$ cat config.mk
export PLATFORM = sky130hd
export DESIGN_NAME = regfile_mp
export DESIGN_NICKNAME = d
export VERILOG_FILES = /design/src/rtl/regfile_mp.sv
export SDC_FILE = /design/constraint.sdc
export NUM_CORES = 2
export LEC_CHECK = 0
export BUFFER_PORTS_ARGS = -buffer_cell sky130_fd_sc_hd__buf_4
export CAP_MARGIN = 20
export CORE_UTILIZATION = 62
export CTS_CLUSTER_DIAMETER = 100
export DETAILED_ROUTE_END_ITERATION = 10
export PLACE_DENSITY = 0.79
export SLEW_MARGIN = 10
export SYNTH_ARGS = -nofsm -noshare
export SYNTH_HDL_FRONTEND = slang
export SYNTH_SLANG_ARGS = --single-unit
$ cat constraint.sdc
create_clock -name clk -period 5.2 [get_ports clk]
set_input_delay 0.52 -clock clk [delete_from_list [all_inputs] [get_ports clk]]
set_output_delay 0.52 -clock clk [all_outputs]
set_load 0.01 [all_outputs]
$ cat src/rtl/regfile_mp.sv
// Multi-port integer register file: NRD combinational reads, prioritised ALU/load write-back, pending-write scoreboard.
// Optional same-cycle write-to-read bypass when REGFILE_BYPASS_EN is defined; otherwise reads see only the array.
module regfile_mp #(
  parameter int XLEN  = 32,
  parameter int NREGS = 32,
  parameter int NRD   = 2
) (
  input  logic                            clk,
  input  logic                            rst_n,
  input  logic [NRD*$clog2(NREGS)-1:0]    rd_addr,
  output logic [NRD*XLEN-1:0]             rd_data,
  output logic [NRD-1:0]                  rd_busy,
  input  logic                            wa_en,
  input  logic [$clog2(NREGS)-1:0]        wa_addr,
  input  logic [XLEN-1:0]                 wa_data,
  input  logic                            wb_en,
  input  logic [$clog2(NREGS)-1:0]        wb_addr,
  input  logic [XLEN-1:0]                 wb_data,
  input  logic                            iss_en,
  input  logic [$clog2(NREGS)-1:0]        iss_rd,
  output logic [$clog2(NREGS):0]          pend_cnt
);

  localparam int AW = $clog2(NREGS);
  localparam int CW = AW + 1;

  logic [XLEN-1:0]  regs [NREGS];
  logic [NREGS-1:0] busy;
  logic [NREGS-1:0] set_vec;
  logic [NREGS-1:0] clr_vec;
  logic [NREGS-1:0] busy_nxt;
  logic             wa_hit;
  logic             wb_hit;
  logic             iss_hit;
  logic             inc;
  logic             dec_a;
  logic             dec_b;

  assign wa_hit  = wa_en  && (wa_addr != '0);
  assign wb_hit  = wb_en  && (wb_addr != '0);
  assign iss_hit = iss_en && (iss_rd  != '0);

  always_comb begin
    set_vec = '0;
    clr_vec = '0;
    if (iss_hit) set_vec[iss_rd]  = 1'b1;
    if (wa_hit)  clr_vec[wa_addr] = 1'b1;
    if (wb_hit)  clr_vec[wb_addr] = 1'b1;
    // a new producer issued this cycle outranks the retiring one
    busy_nxt = set_vec | (busy & ~clr_vec);
  end

  // Incremental count: one possible rise (issue), up to two falls (one per write port, deduplicated).
  assign inc   = iss_hit && !busy[iss_rd];
  assign dec_a = wa_hit && busy[wa_addr] && !set_vec[wa_addr];
  assign dec_b = wb_hit && busy[wb_addr] && !set_vec[wb_addr] &&
                 !(wa_hit && (wa_addr == wb_addr));

  always_ff @(posedge clk) begin
    if (!rst_n) begin
      busy     <= '0;
      pend_cnt <= '0;
      for (int i = 0; i < NREGS; i++) regs[i] <= '0;
    end else begin
      busy     <= busy_nxt;
      pend_cnt <= pend_cnt + CW'(inc) - CW'(dec_a) - CW'(dec_b);
      for (int i = 1; i < NREGS; i++) begin
        if (wb_hit && (wb_addr == AW'(i)))      regs[i] <= wb_data;
        else if (wa_hit && (wa_addr == AW'(i))) regs[i] <= wa_data;
      end
    end
  end

  for (genvar k = 0; k < NRD; k++) begin : g_rd
    logic [AW-1:0] a;
    logic          wr_a;
    logic          wr_b;

    assign a    = rd_addr[k*AW +: AW];
    assign wr_a = wa_hit && (wa_addr == a);
    assign wr_b = wb_hit && (wb_addr == a);

    assign rd_busy[k] = busy[a] & ~(wr_a | wr_b);

`ifdef REGFILE_BYPASS_EN
    assign rd_data[k*XLEN +: XLEN] = (a == '0) ? '0      :
                                     wr_b      ? wb_data :
                                     wr_a      ? wa_data : regs[a];
`else
    assign rd_data[k*XLEN +: XLEN] = (a == '0) ? '0 : regs[a];
`endif
  end

endmodule

==> impl_metrics.py <==
metrics = {
    "power_and_ir_drop": {
        "leakagePower_nw": 22.4,
        "p_per_area_nw_per_um2": 320,
        "finalPower_mw": 21.7,
        "ir_drop_mv": 0.313,
    },
    "global_route": {
        "grt_usage": 0.491,
        "antenna_found_initial": 33,
        "grt_overflow": 0,
        "grt_pass1_wl_mm": 349,
        "grt_pass1_vias": 48300,
        "grt_max_degree": 99,
    },
    "routing": {
        "vias": 50500,
        "totalWireLength_mm": 250,
        "drt-wirelength-per-cell_um": 41.2,
        "antenna_left": 0,
        "first_pass_iters": 11,
        "drc_errors": 4,
        "drtIter0Drc": 11000,
        "avgViaCountPerCell": 8.33,
    },
    "floorplan": {
        "dieArea_um2": 101000,
        "die_y_um": 318,
        "die_w_um": 318,
        "core_um2": 98600,
        "io_pins": 166,
        "row_count": 115,
        "initial_core_util": 0.628,
    },
    "worst_setup_path": {
        "path_max_fanout": 72,
        "r2r_slack_ps": 1330,
        "slowest_stage": "nor2b_4",
        "r2r_end": "pend_cnt[5]",
        "worst-path-stages": 7,
        "criticalPathCategory": "primary input to output pin",
        "cp-start-kind": "primary input",
        "crit_chain": "buf_8 > nor2b_4 > a22o_1 > mux4_2 > nor2_1 > a21oi_1 > buf_4",
        "arrival_ps": 3520,
        "path_delay_family": "simple AND/OR/NAND/NOR gates",
        "required_ps": 4680,
        "cp_num_buf_inv": 2,
        "endpoint_kind": "output pin",
        "cp_slowest_stage_delay_ps": 1040,
        "worstRegToRegCells": 14,
        "timing.rr.start": "busy[28]",
    },
    "timing": {
        "finalSetupTns_ps": 0,
        "period_share": 0.778,
        "grt_setup_unrepaired": "false",
        "drv_slew": 0,
        "finalSetupViolCount": 0,
        "tightest_slew_ps": 1210,
        "maxSlewHeadroom": 0.194,
        "skew_ps": 28.1,
        "max_freq_mhz": 247,
        "final-hold-violation-count": 0,
        "min_period_ps": 4040,
    },
    "worst_hold_path": {
        "min_path_type": "primary input to register",
        "hold-path-endpoint": "regs[17][10]",
        "hold_depth": 2,
        "hp-start": "wb_data[10]",
    },
    "clock_network": {
        "postCtsResizedCells": 0,
        "cts_tree": "built",
        "path_clk_slew_ps": 60,
        "clock_latency_ps": 730,
        "htreeDepth": 3,
        "postCtsSetupRepairBufs": 0,
        "cts_buffer_depth": 3,
        "cts_root_buffer": "clkbuf_16",
        "numCtsBuffers": 110,
        "cts.sinks": 1030,
        "postCtsHoldBufs": 0,
    },
    "place": {
        "gp_congestion": 1.02,
        "hpwlAfterDp_mm": 148,
        "io_buffer_count": 165,
        "place_area_um2": 64400,
    },
    "run": {
        "cap_violations": 0,
    },
    "logic_synthesis": {
        "synth_edf_count": 992,
        "yosysTopAreaCellShare": 0.481,
        "synth.yosys.warnings": 0,
        "netlist_instances": 4799,
        "seq_area_frac_synth": 0.494,
        "yosysUniqueCellTypes": 72,
        "syn-num-nets": 4901,
        "synthFlopType": "edfxtp_1",
        "synthArstFlopShare": 0,
        "synth-seq-cells": 1030,
        "synth_area_um2": 61900,
        "syn_avg_cell_area_um2": 12.9,
        "yosys.area.top_type": "edfxtp_1",
        "synth_area_leaders": "edfxtp_1 48%, mux4_2 22%, nand2_1 4.9%",
    },
    "finish": {
        "fin_nets": 4763,
        "area_delta_synth_final_pct": 9.97,
        "ff_latch_area_um2": 30500,
        "final_common_cell": "edfxtp_1",
        "mostFrequentLayoutCells": "992 x edfxtp_1, 781 x nand2_1, 615 x mux4_2, 471 x o21ai_0, 318 x buf_4",
        "drive_gt1_frac": 0.286,
        "stdcell_area_um2": 68100,
        "multi_input_area_um2": 29100,
        "fillCellCount": 6421,
    },
    "run_status": {
        "violations": "design-rule violations",
        "status": "finished, violations left",
    },
}
Yosys cell counts (all sizes together), types with 3 or more instances:
cell / count
a211o: 3
a211oi: 3
a21o: 3
a21oi: 162
a221o: 3
a22o: 315
a22oi: 27
a311oi: 3
a31oi: 6
a32oi: 4
and2: 41
and3: 5
and3b: 3
buf: 169
clkbuf: 435
dfxtp: 38
edfxtp: 992
ha: 6
inv: 22
mux2: 132
mux2i: 108
mux4: 615
nand2: 806
nand2b: 9
nand3: 37
nand3b: 8
nand4: 3
nor2: 175
nor2b: 7
nor3: 35
nor3b: 8
nor4: 11
o21ai: 476
o22ai: 38
o31ai: 13
o32ai: 5
or2: 3
or3: 11
xnor2: 15
xor2: 20
routing by layer:
| layer | GRT usage | wire length (µm) | vias up |
|---|---|---|---|
| met1 | 0.587 | 74200 | 24100 |
| met3 | 0.246 | 47800 | 1777 |
| li1 | - | - | 18500 |
| met5 | 0.00804 | 463 | - |
| met4 | 0.371 | 24400 | 45 |
| met2 | 0.679 | 103000 | 6087 |
metrics by stage:
| step | hold WS, ps | utilization | std cells | worst slack, ps |
|---|---|---|---|---|
| 4_1_cts | 194 | 0.689 | 6039 | 1320 |
| 6_report | 210 | 0.690 | 6063 | 1160 |
| 5_1_grt | 211 | 0.690 | 6053 | 1140 |
| 3_5_place_dp | 532 | 0.653 | 5833 | 811 |
| 3_3_place_gp | 518 | 0.653 | 5831 | 735 |
| 2_1_floorplan | 468 | - | 4799 | 1070 |
worst max path at each step:
stage          startpoint           to  slack, ps
6_report       rd_addr[0]  rd_data[13]       1160
3_5_place_dp   wa_addr[0]  pend_cnt[5]        810
2_1_floorplan  wa_addr[1]  pend_cnt[5]       1070
4_1_cts        rd_addr[0]   rd_data[9]       1320
3_3_place_gp   wa_addr[0]  pend_cnt[5]        740
5_1_grt          busy[30]  pend_cnt[5]       1140
state kept, by name, summed over array words and instances (netlist names):
name / flops
regs: 992
busy: 32
pend_cnt: 6
kinds of logic (layout without fill, tap and decap cells):
kind of cell / after synthesis / in the layout / synth area share
AOI/OAI and AO/OA: 1076 / 1076 / 0.112
xor gates and xnor gates: 35 / 35 / 0.00495
adders and majority gates: 8 / 8 / 0.00186
buffers and inverters: 627 / 583 / 0.0428
DFF: 1030 / 1030 / 0.494
muxes: 855 / 855 / 0.265
other: 0 / 21 / 0
and+or+nand+nor: 1168 / 1168 / 0.0797
worst reg2reg max path, cell delays in order, from the launching register on:
cell and delay, ps:
dfxtp_1 360, mux4_2 500, o41ai_1 90, o22ai_1 150, o311a_1 360, a211o_1 280, fa_1 510, inv_1 50
ha_1 210, ha_1 240, fa_1 430, a21o_1 190, a21oi_1 170, xnor2_1 140, nor2_1 60
where the power goes:
group          switching, mW  internal, mW
logic                   2.06          1.56
registers              0.338          9.77
clock network           3.51          4.51
area by class of cell:
type                       count  share of cell area
tap                         1287              0.0237
antenna                       21            0.000772
timing repair buffer         354              0.0450
clock buffer                 139              0.0434
multi-input combinational   3142               0.428
sequential                  1030               0.449
inverter                      23             0.00131
clock inverter                67             0.00923
No activity file was read; power rests on OpenSTA's default activity.
